<file path="config.mk">
export PLATFORM = sky130hd
export DESIGN_NAME = fp16_mul_arbiter_flat
export DESIGN_NICKNAME = d
export VERILOG_FILES = /design/src/rtl/fp16_pkg.sv /design/src/rtl/fp16_mul_arbiter_if.sv /design/src/rtl/fp16_mul_core.sv /design/src/rtl/fp16_mul_arbiter.sv /design/src/flat_wrapper.sv
export SDC_FILE = /design/constraint.sdc
export NUM_CORES = 1
export LEC_CHECK = 0
export CORE_UTILIZATION = 40
export CTS_CLUSTER_SIZE = 28
export DETAILED_ROUTE_END_ITERATION = 16
export PLACE_DENSITY_LB_ADDON = 0.25
export SETUP_SLACK_MARGIN = 0.15
export SYNTH_ARGS = -nofsm -noshare
export SYNTH_HDL_FRONTEND = slang
export SYNTH_SLANG_ARGS = --single-unit
</file>
<file path="constraint.sdc">
create_clock -name i_clk -period 6.18 [get_ports i_clk]
set_input_delay 1.236 -clock i_clk [delete_from_list [all_inputs] [get_ports i_clk]]
set_output_delay 1.236 -clock i_clk [all_outputs]
set_load 0.01 [all_outputs]
</file>
<file path="src/rtl/fp16_pkg.sv">
// FP16 field layout constants and field-extract helpers shared by the multiply arbiter.
package fp16_pkg;

    localparam int unsigned FP16_BIAS  = 15;
    localparam int unsigned FP16_EXP_W = 5;
    localparam int unsigned FP16_MAN_W = 10;

    localparam logic [15:0] FP16_POS_ZERO = 16'h0000;
    localparam logic [15:0] FP16_NEG_ZERO = 16'h8000;
    localparam logic [15:0] FP16_POS_INF  = 16'h7C00;

    function automatic logic fp16_sign(input logic [15:0] x);
        return x[15];
    endfunction

    function automatic logic [FP16_EXP_W-1:0] fp16_exp(input logic [15:0] x);
        return x[14:10];
    endfunction

    function automatic logic [FP16_MAN_W-1:0] fp16_man(input logic [15:0] x);
        return x[9:0];
    endfunction

endpackage

</file>
<file path="src/rtl/fp16_mul_arbiter_if.sv">
// Requester/consumer bundle of the shared FP16 multiplier: operand requests in, tagged products out.
interface fp16_mul_arbiter_if #(
    parameter int unsigned NREQ = 4,
    parameter int unsigned IDW  = $clog2(NREQ)
);
    logic [NREQ-1:0]    i_req;
    logic [NREQ*16-1:0] i_a;
    logic [NREQ*16-1:0] i_b;
    logic [NREQ-1:0]    o_gnt;
    logic               o_vld;
    logic               i_rdy;
    logic [15:0]        o_res;
    logic [IDW-1:0]     o_id;

    modport slave (
        input  i_req, i_a, i_b, i_rdy,
        output o_gnt, o_vld, o_res, o_id
    );

    modport master (
        output i_req, i_a, i_b, i_rdy,
        input  o_gnt, o_vld, o_res, o_id
    );

endinterface

</file>
<file path="src/rtl/fp16_mul_core.sv">
// Combinational FP16 multiply: truncating mantissa, subnormals flushed to zero, overflow to infinity.
module fp16_mul_core
    import fp16_pkg::*;
(
    input  logic [15:0] i_a,
    input  logic [15:0] i_b,
    output logic [15:0] o_res
);

    logic                  sign;
    logic [FP16_EXP_W-1:0] exp_a;
    logic [FP16_EXP_W-1:0] exp_b;
    logic [21:0]           prod;
    logic signed [7:0]     exp_norm;
    logic [FP16_MAN_W-1:0] man;
    logic                  unused_prod;

    always_comb begin
        sign     = fp16_sign(i_a) ^ fp16_sign(i_b);
        exp_a    = fp16_exp(i_a);
        exp_b    = fp16_exp(i_b);
        prod     = 22'({1'b1, fp16_man(i_a)}) * 22'({1'b1, fp16_man(i_b)});
        // A product of two [1,2) significands lands in [1,4); bit 21 marks the [2,4) half.
        exp_norm = $signed(8'(exp_a) + 8'(exp_b) - 8'(FP16_BIAS) + (prod[21] ? 8'd1 : 8'd0));
        man      = prod[21] ? prod[20:11] : prod[19:10];

        if (exp_a == '0 || exp_b == '0 || exp_norm <= 8'sd0) begin
            o_res = sign ? FP16_NEG_ZERO : FP16_POS_ZERO;
        end else if (exp_norm >= 8'sd31) begin
            o_res = FP16_POS_INF | {sign, 15'h0000};
        end else begin
            o_res = {sign, exp_norm[4:0], man};
        end
    end

    // Low product bits fall below the truncation point.
    assign unused_prod = ^prod[9:0];

endmodule

</file>
<file path="src/rtl/fp16_mul_arbiter.sv">
// Round-robin shares one FP16 multiplier between NREQ requesters through a two-stage stallable
// pipeline. Define FP16_ARB_STATS_EN to add per-requester 16-bit grant counters (o_gnt_cnt).
module fp16_mul_arbiter
    import fp16_pkg::*;
#(
    parameter int unsigned NREQ = 4,
    parameter int unsigned IDW  = $clog2(NREQ)
) (
    input  logic               i_clk,
    input  logic               i_rst,
`ifdef FP16_ARB_STATS_EN
    output logic [NREQ*16-1:0] o_gnt_cnt,
`endif
    fp16_mul_arbiter_if.slave  bus
);

    logic [NREQ-1:0][15:0] a_arr;
    logic [NREQ-1:0][15:0] b_arr;

    logic [NREQ-1:0] gnt;
    logic            gnt_any;
    logic            gnt_fire;
    logic [IDW-1:0]  gnt_idx;
    logic            adv1;
    logic            adv2;

    logic [IDW-1:0]  ptr_q, ptr_d;
    logic            s1_vld_q, s1_vld_d;
    logic [15:0]     s1_a_q, s1_a_d;
    logic [15:0]     s1_b_q, s1_b_d;
    logic [IDW-1:0]  s1_id_q, s1_id_d;
    logic            s2_vld_q, s2_vld_d;
    logic [15:0]     s2_res_q, s2_res_d;
    logic [IDW-1:0]  s2_id_q, s2_id_d;
    logic [15:0]     core_res;

    assign a_arr = bus.i_a;
    assign b_arr = bus.i_b;

    assign adv2     = !s2_vld_q || bus.i_rdy;
    assign adv1     = !s1_vld_q || adv2;
    assign gnt_fire = gnt_any && adv1 && !i_rst;

    // First asserted request at or after ptr, wrapping around.
    always_comb begin
        int unsigned cand;
        cand    = 0;
        gnt_any = 1'b0;
        gnt_idx = '0;
        for (int unsigned i = 0; i < NREQ; i++) begin
            cand = (32'(ptr_q) + i) % NREQ;
            if (!gnt_any && bus.i_req[IDW'(cand)]) begin
                gnt_any = 1'b1;
                gnt_idx = IDW'(cand);
            end
        end
    end

    always_comb begin
        gnt = '0;
        if (gnt_fire) begin
            gnt[gnt_idx] = 1'b1;
        end
    end

    always_comb begin
        ptr_d = ptr_q;
        if (gnt_fire) begin
            ptr_d = (gnt_idx == IDW'(NREQ - 1)) ? '0 : gnt_idx + IDW'(1);
        end
    end

    always_comb begin
        s1_vld_d = s1_vld_q;
        s1_a_d   = s1_a_q;
        s1_b_d   = s1_b_q;
        s1_id_d  = s1_id_q;
        s2_vld_d = s2_vld_q;
        s2_res_d = s2_res_q;
        s2_id_d  = s2_id_q;

        if (adv1) begin
            s1_vld_d = gnt_fire;
            if (gnt_fire) begin
                s1_a_d  = a_arr[gnt_idx];
                s1_b_d  = b_arr[gnt_idx];
                s1_id_d = gnt_idx;
            end
        end

        // Payload only moves with a valid entry so the output holds its last product when idle.
        if (adv2) begin
            s2_vld_d = s1_vld_q;
            if (s1_vld_q) begin
                s2_res_d = core_res;
                s2_id_d  = s1_id_q;
            end
        end
    end

    always_ff @(posedge i_clk) begin
        if (i_rst) begin
            ptr_q    <= '0;
            s1_vld_q <= 1'b0;
            s1_a_q   <= '0;
            s1_b_q   <= '0;
            s1_id_q  <= '0;
            s2_vld_q <= 1'b0;
            s2_res_q <= FP16_POS_ZERO;
            s2_id_q  <= '0;
        end else begin
            ptr_q    <= ptr_d;
            s1_vld_q <= s1_vld_d;
            s1_a_q   <= s1_a_d;
            s1_b_q   <= s1_b_d;
            s1_id_q  <= s1_id_d;
            s2_vld_q <= s2_vld_d;
            s2_res_q <= s2_res_d;
            s2_id_q  <= s2_id_d;
        end
    end

    fp16_mul_core u_core (
        .i_a   (s1_a_q),
        .i_b   (s1_b_q),
        .o_res (core_res)
    );

    assign bus.o_gnt = gnt;
    assign bus.o_vld = s2_vld_q;
    assign bus.o_res = s2_res_q;
    assign bus.o_id  = s2_id_q;

`ifdef FP16_ARB_STATS_EN
    logic [NREQ-1:0][15:0] gnt_cnt_q;

    always_ff @(posedge i_clk) begin
        if (i_rst) begin
            gnt_cnt_q <= '0;
        end else begin
            for (int unsigned k = 0; k < NREQ; k++) begin
                if (gnt[k]) begin
                    gnt_cnt_q[k] <= gnt_cnt_q[k] + 16'd1;
                end
            end
        end
    end

    assign o_gnt_cnt = gnt_cnt_q;
`endif

endmodule

</file>
<file path="src/flat_wrapper.sv">
// flat-port wrapper written by rule: the top's interface ports become plain ports
module fp16_mul_arbiter_flat import fp16_pkg::*;
#(
    parameter int unsigned NREQ = 4,
    parameter int unsigned IDW  = $clog2(NREQ)
)
  (i_clk, i_rst, bus_i_req, bus_i_a, bus_i_b, bus_i_rdy, bus_o_gnt, bus_o_vld, bus_o_res, bus_o_id);
  fp16_mul_arbiter_if #(.NREQ(NREQ), .IDW(IDW)) bus_i ();
  input  logic i_clk;
  input  logic i_rst;
  input wire logic [$bits(bus_i.i_req)-1:0] bus_i_req;
  input wire logic [$bits(bus_i.i_a)-1:0] bus_i_a;
  input wire logic [$bits(bus_i.i_b)-1:0] bus_i_b;
  input wire logic [$bits(bus_i.i_rdy)-1:0] bus_i_rdy;
  output wire logic [$bits(bus_i.o_gnt)-1:0] bus_o_gnt;
  output wire logic [$bits(bus_i.o_vld)-1:0] bus_o_vld;
  output wire logic [$bits(bus_i.o_res)-1:0] bus_o_res;
  output wire logic [$bits(bus_i.o_id)-1:0] bus_o_id;
  assign bus_i.i_req = bus_i_req;
  assign bus_i.i_a = bus_i_a;
  assign bus_i.i_b = bus_i_b;
  assign bus_i.i_rdy = bus_i_rdy;
  assign bus_o_gnt = bus_i.o_gnt;
  assign bus_o_vld = bus_i.o_vld;
  assign bus_o_res = bus_i.o_res;
  assign bus_o_id = bus_i.o_id;
  fp16_mul_arbiter #(.NREQ(NREQ), .IDW(IDW)) u_core (.i_clk(i_clk), .i_rst(i_rst), .bus(bus_i));
endmodule
</file>
==> results_dict.tcl, run 1 <==
set metrics [dict create \
    cts_htree_levels 2 \
    regArea_um2 1180 \
    pwr-share-comb_pct 66.9 \
    clkLatencyLatePin_ns 0.31 \
    async_reset_ff_share_pct 0 \
    hpwl_um 15400 \
    fmax_ghz 0.171 \
    totalWireLength_um 18900 \
    yosys_warnings 0 \
    ys.flop_type "dfxtp_1" \
    swShare_pct 45.1 \
    firstDrtPassIters 4 \
    p_int_uw 1260 \
    die_y_um 139 \
    fin_cells 1358 \
    fin_nets 1413 \
    grt_start_max_net_pins 68 \
    hp-class "reg -> reg" \
    rsz0062_at_grt "false" \
    clock_tree.buffer_depth 2 \
    die_w_um 139 \
    yosysUniqueCellTypes 64 \
    period_needed_ns 5.84 \
    core_area_um2 18100 \
    maxCapViolations 0 \
    drt_iter0_markers 273 \
    nFillCells 1767 \
    cp_data_required_time_ns 6.38 \
    setup_viol 0 \
    multi_input_area_um2 5840 \
    grt_pass1_wl_um 31600 \
    post_dp_cell_area_um2 9370 \
    power.net_switching_uw 1030 \
    diodes 0 \
    path_clk_slew_ns 0.08 \
    port_buffers 157 \
    synth_fp_nets 1266 \
    grt_usage_pct 19.8 \
    ios 158 \
    crit_chain "nand2_1, fa_1, inv_1, fa_1, fa_1, fa_1, inv_1, fa_1, inv_1, ha_1, buf_4, a21oi_1, o21ai_1, nor3_1, nor2_1, xor2_1, inv_2, ha_4, xor2_2, nor2_2, nand4_1, o21bai_1, a221oi_2, a22o_1" \
    critPathTopFamily "adder cells" \
    seq_power_share_pct 19.8 \
    min_period_over_period_pct 94.5 \
    powerDensity_nw_per_um2 234 \
    syn_avg_cell_area_um2 7.62 \
    syn_to_final_growth_pct 31.2 \
    ir_drop_uv 154 \
    cp-end-kind "flip-flop" \
    synth_area_um2 7480 \
    path_max_fanout 7 \
    hold_viol_final 0 \
    ctsRootBufferMaster "clkbuf_16" \
    dr_total_vias 6890 \
    holdBufCountCts 0 \
    final_antenna_net_count 0 \
    cp_num_buf_inv 5 \
    slew_headroom_pct 23.9 \
    antenna_found_initial 0 \
    postLayoutCellArea_um2 9820 \
    cp_slowest_cell "fa_1" \
    crit_path_max_incr_delay_ns 0.58 \
    overflow 0 \
    dpl.cell_count 1341 \
    power.leakage_uw 0.00456 \
    start_util_pct 41.2 \
    critPathKind "reg -> reg" \
    syn_inst 981 \
    tightest_slew_ns 1.14 \
    status "completed" \
    dieArea_um2 19300 \
    power_frac_clock_pct 13.3 \
    ys_ff_latch 56 \
    maxSlewViolCount 0 \
    critPathLaunchType "flip-flop" \
    post_drt_wl_per_cell_um 13.9 \
    crit_top_cell "fa_1" \
    layout-drive-gt1-share_pct 10.1 \
    route.detailed.drc 0 \
    cts_tree "built" \
    num_rows 49 \
    clock_sinks 56 \
    gp_congestion 0.880 \
    ys_seq_area_share_pct 15.0 \
    cts_made_buffers 5 \
    post_drt_via_cell_ratio 5.07 \
    synth_edf_count 0 \
    grt_pass1_vias 6675 \
    arrival_ns 6.04 \
    skew_ns 0.00752 \
]
==> kinds of logic (layout without fill, tap and decap cells) <==
family                     count (synthesis)  in the layout  synth area share (%)
and+or+nand+nor                          401            402                  24.7
buffers and inverters                    192            339                  9.79
muxes                                     10             10                  1.52
xor gates and xnor gates                  19             19                  2.22
AOI/OAI and AO/OA                        151            151                  13.4
DFF                                       56             56                  15.0
adders and majority gates                152            152                  33.4
==> cells in the mapped netlist (6+ instances only) <==
cell type	instances	share of area (%)
a21oi_1	33	2.2
ha_1	70	12
o21ai_0	41	2.7
o21ai_1	12	0.80
mux2i_1	8	1.1
nor2_1	49	2.5
xnor2_1	8	0.94
clkbuf_1	47	2.4
fa_1	80	21
nand2_1	219	11
nand3_1	20	1.3
a21o_1	6	0.60
dfxtp_1	56	15
and3_1	18	1.5
nor2b_1	6	0.50
nor3_1	8	0.54
a311oi_1	17	2.0
and2_1	40	3.3
xor2_1	11	1.3
nand3b_1	17	1.7
nand2b_1	6	0.50
inv_1	135	6.8
==> worst paths after layout <==
| path | from | to | slack [ns] | cells after the start |
|---|---|---|---|---|
| worst min register to register | u_core.bus.o_res[9]$_SDFFE_PP0P_ | u_core.bus.o_res[9]$_SDFFE_PP0P_ | 0.45 | 2 |
| worst min-delay path | u_core.bus.o_res[9]$_SDFFE_PP0P_ | u_core.bus.o_res[9]$_SDFFE_PP0P_ | 0.45 | 2 |
| worst max register to register | u_core.s1_a_q[3]$_SDFFE_PP0P_ | u_core.bus.o_res[13]$_SDFFE_PP0P_ | 0.34 | 24 |
| worst max-delay path | u_core.s1_a_q[3]$_SDFFE_PP0P_ | u_core.bus.o_res[13]$_SDFFE_PP0P_ | 0.34 | 24 |
==> what timing repair did <==
| action | CTS | global route |
|---|---|---|
| endpoints found under the hold margin | 0 | 0 |
| resized for setup | 19 | 51 |
| cloned | 1 | 0 |
| pin swaps | 3 | 23 |
| buffers inserted | 1 | 7 |
| setup endpoints to repair | 14 | 15 |
==> flip-flops by register name (all words and copies together) (netlist names) <==
signal            count
u_core.s1_b_q        16
u_core.bus.o_vld      1
u_core.ptr_q          2
u_core.bus.o_id       2
u_core.s1_id_q        2
u_core.s1_a_q        16
u_core.s1_vld_q       1
u_core.bus.o_res     16
==> tightest hold or removal path, stage by stage, from the launching register on <==
cell and delay (ns):
dfxtp_1 0.31, nand2_1 0.05, o21ai_1 0.05
==> cell type report <==
class                      instances  area share, %
tap                              229           2.92
sequential                        56           12.0
clock buffer                       5           1.27
timing repair buffer             194           18.8
clock inverter                     3          0.255
inverter                         137           5.24
multi-input combinational        734           59.5
==> metal layers <==
layer	routed length, um	track usage (%)
met1	8310	25.8
met2	9480	34.7
met3	783	2.45
met4	333	5.15
met5	0	0
==> placed cells by master, fill, tap and decap left out, types with 3 or more instances in the layout <==
cell type        synthesis  layout
nand2b_1                 6       6
nor2_2                   0       5
nand2_1                219     217
nand3_1                 20      19
o21ai_2                  1       3
nor3_1                   8       7
fa_1                    80      80
ha_1                    70      60
ha_2                     0       3
o21ai_0                 41      38
dfxtp_1                 56      39
mux2i_1                  8       8
a22o_1                   4       4
o211ai_1                 4       4
dfxtp_4                  0      14
xor2_1                  11       9
ha_4                     0       7
dfxtp_2                  0       3
inv_1                  135     129
a21oi_1                 33      33
a311oi_1                17      17
and3_1                  18      18
buf_4                    0      35
clkdlybuf4s50_1          0     157
o21a_1                   4       4
a21o_1                   6       6
or2_2                    3       3
nand4_1                  4       4
nor2_1                  49      43
clkbuf_16                0       5
nand3b_1                17      17
and2_1                  40      40
o21ai_1                 12      13
nor2b_1                  6       6
inv_2                    1       7
xnor2_1                  8       8
==> power by group through the flow <==
stage                     clock network [uW]  registers [uW]  logic [uW]
final                                    304             456        1540
after detailed placement                   0             463        1420
after global placement                     0             461        1400
after floorplan                            0             430        1020
after global routing                     322             463        1750
after CTS                                309             458        1440
==> metrics by stage <==
stage	hold WS, ns	setup slack (ns)	power (uW)	TNS, ns	utilization [%]
3_5_place_dp	0.442	-0.0427	1880	-0.0702	51.6
5_1_grt	0.486	0.108	2540	0	54.1
6_report	0.452	0.338	2300	0	54.1
2_1_floorplan	0.455	0.151	1450	0	-
4_1_cts	0.453	0.166	2210	0	52.7
3_3_place_gp	0.443	0.0666	1860	0	51.6
Power figures use the tool's default switching activity.
==> run 2: changes to the inputs <==
--- a/config.mk
+++ b/config.mk
@@ -13,3 +13,4 @@
 export SYNTH_ARGS = -nofsm -noshare
 export SYNTH_HDL_FRONTEND = slang
 export SYNTH_SLANG_ARGS = --single-unit
+export TNS_END_PERCENT = 20
==> results of run 2 <==
The final DEF is identical to that of run 1; final timing and power are the same.
==> run 3: changes to the inputs <==
--- a/config.mk
+++ b/config.mk
@@ -6,8 +6,10 @@
 export NUM_CORES = 1
 export LEC_CHECK = 0
 export CORE_UTILIZATION = 40
-export CTS_CLUSTER_SIZE = 28
+export CTS_BUF_LIST = sky130_fd_sc_hd__clkbuf_4 sky130_fd_sc_hd__clkbuf_8 sky130_fd_sc_hd__clkbuf_16
+export CTS_CLUSTER_SIZE = 20
 export DETAILED_ROUTE_END_ITERATION = 16
+export GPL_TIMING_DRIVEN = 0
 export PLACE_DENSITY_LB_ADDON = 0.25
 export SETUP_SLACK_MARGIN = 0.15
 export SYNTH_ARGS = -nofsm -noshare
==> results_dict.tcl, run 3 (synthesis gave the netlist of run 1 again) <==
set metrics [dict create \
    path_clk_slew_ns 0.08 \
    dr_total_vias 7221 \
    route.detailed.drc 0 \
    grt_pass1_wl_um 34300 \
    cts_tree "built" \
    min_period_over_period_pct 96.5 \
    hold_viol_final 0 \
    antenna_found_initial 0 \
    core_area_um2 18100 \
    rsz0062_at_grt "true" \
    critPathKind "reg -> reg" \
    crit_path_end "u_core.bus.o_res[13]$_SDFFE_PP0P_" \
    drt_iter0_markers 352 \
    ios 158 \
    grt_start_max_net_pins 20 \
    arrival_ns 6.17 \
    rr_startpoint "u_core.s1_a_q[6]$_SDFFE_PP0P_" \
    hp-class "reg -> reg" \
    status "completed" \
    clock_tree.buffer_depth 2 \
    multi_input_area_um2 5890 \
    final_cell_mix "nand2_1, clkdlybuf4s50_1, inv_1" \
    powerDensity_nw_per_um2 241 \
    hpwl_um 16700 \
    overflow 0 \
    layout-drive-gt1-share_pct 10.7 \
    cp-end-kind "flip-flop" \
    grt_usage_pct 22.0 \
    crit_start "u_core.s1_a_q[6]$_SDFFE_PP0P_" \
    final_antenna_net_count 0 \
    path_max_fanout 10 \
    regArea_um2 1150 \
    ir_drop_uv 157 \
    ctsRootBufferMaster "clkbuf_16" \
    dieArea_um2 19300 \
    dpl.cell_count 1366 \
    period_needed_ns 5.97 \
    num_rows 49 \
    die_y_um 139 \
    fmax_ghz 0.168 \
    maxCapViolations 0 \
    firstDrtPassIters 6 \
    start_util_pct 41.2 \
    totalWireLength_um 21000 \
    cts_made_buffers 5 \
    holdBufCountCts 0 \
    post_drt_wl_per_cell_um 15.0 \
    setup_viol 0 \
    die_w_um 139 \
    cp_data_required_time_ns 6.38 \
    diodes 0 \
    slew_headroom_pct 42.3 \
    grt_pass1_vias 7051 \
    fin_cells 1405 \
    skew_ns 0.00928 \
    holdWs_ns 0.448 \
    final_common_cell "nand2_1" \
    maxSlewViolCount 0 \
    port_buffers 156 \
    fin_nets 1460 \
    clkLatencyLatePin_ns 0.30 \
    clock_sinks 56 \
    gp_congestion 0.859 \
    power.leakage_uw 0.00470 \
    syn_to_final_growth_pct 35.9 \
    tightest_slew_ns 0.864 \
    r2r.worst_path.cells 24 \
    rrSetupSlack_ns 0.21 \
    post_drt_via_cell_ratio 5.14 \
    critPathLaunchType "flip-flop" \
    cts_htree_levels 2 \
    r2r_end "u_core.bus.o_res[13]$_SDFFE_PP0P_" \
    nFillCells 1710 \
    finalPower_uw 2450 \
]
==> run 3: routing by layer <==
metal	part of all wire [%]	global-route usage, %	vias to the layer above
met2	51	39.9	195
li1	-	-	3548
met1	42	27.4	3443
met3	4.2	2.69	35
met5	0	0	-
met4	2.6	6.32	0
==> run 3: power breakdown <==
part / internal (uW) / total (uW) / switching, uW
clock network: 154 / 303 / 148
logic: 791 / 1700 / 914
registers: 401 / 440 / 38.9
total: 1350 / 2450 / 1100
==> run 3: through the flow <==
step | setup TNS, ns | util (%) | worst slack (ns) | area [um^2]
detailed placement | -8.13 | 51.5 | -0.693 | 9340
finish | 0 | 56.0 | 0.214 | 10200
global route | -0.00751 | 56.0 | -0.00383 | 10200
floorplan | 0 | - | 0.151 | 7490
CTS | 0 | 54.2 | 0.147 | 9830
global placement | -7.48 | 51.5 | -0.641 | 9340
==> run 3: worst min path at each step <==
stage                                       end                             start  cells after the start
2_1_floorplan     u_core.s1_a_q[3]$_SDFFE_PP0P_     u_core.s1_a_q[3]$_SDFFE_PP0P_                      2
3_3_place_gp   u_core.bus.o_res[3]$_SDFFE_PP0P_  u_core.bus.o_res[3]$_SDFFE_PP0P_                      2
3_5_place_dp   u_core.bus.o_res[9]$_SDFFE_PP0P_  u_core.bus.o_res[9]$_SDFFE_PP0P_                      2
4_1_cts        u_core.bus.o_res[9]$_SDFFE_PP0P_  u_core.bus.o_res[9]$_SDFFE_PP0P_                      2
5_1_grt        u_core.bus.o_res[2]$_SDFFE_PP0P_  u_core.bus.o_res[2]$_SDFFE_PP0P_                      2
6_report       u_core.bus.o_res[9]$_SDFFE_PP0P_  u_core.bus.o_res[9]$_SDFFE_PP0P_                      2
==> run 3: repair_timing <==
action                                  in CTS  in global routing
gates resized for setup                     65                 63
endpoints found under the setup margin      15                 16
buffers inserted                             9                 21
pin swaps                                   11                 39
gates cloned                                 1                  0
==> run 3: final cells by class <==
cell class / instances / area share (%)
Timing Repair Buffer: 186 / 17.6
Inverter: 137 / 5.08
Clock buffer: 5 / 1.23
Multi-Input combinational cell: 734 / 58.0
Clock inverter: 3 / 0.271
Sequential cell: 56 / 11.3
Buffer: 55 / 3.72
Tap cell: 229 / 2.82
==> run 3: worst max-delay path, cell delays in order, from the launching register on <==
cell	delay, ns
dfxtp_2	0.34
buf_8	0.14
and2_1	0.15
fa_1	0.52
fa_1	0.55
fa_1	0.43
fa_1	0.51
inv_1	0.06
fa_1	0.54
inv_1	0.07
ha_4	0.28
o21ai_2	0.07
a221oi_2	0.32
o21ai_1	0.12
nor2_1	0.16
xor2_2	0.19
inv_2	0.09
ha_4	0.18
xor2_4	0.16
nor2_2	0.15
nand4_1	0.15
o21bai_1	0.22
a221oi_2	0.08
buf_4	0.20
a22o_1	0.19
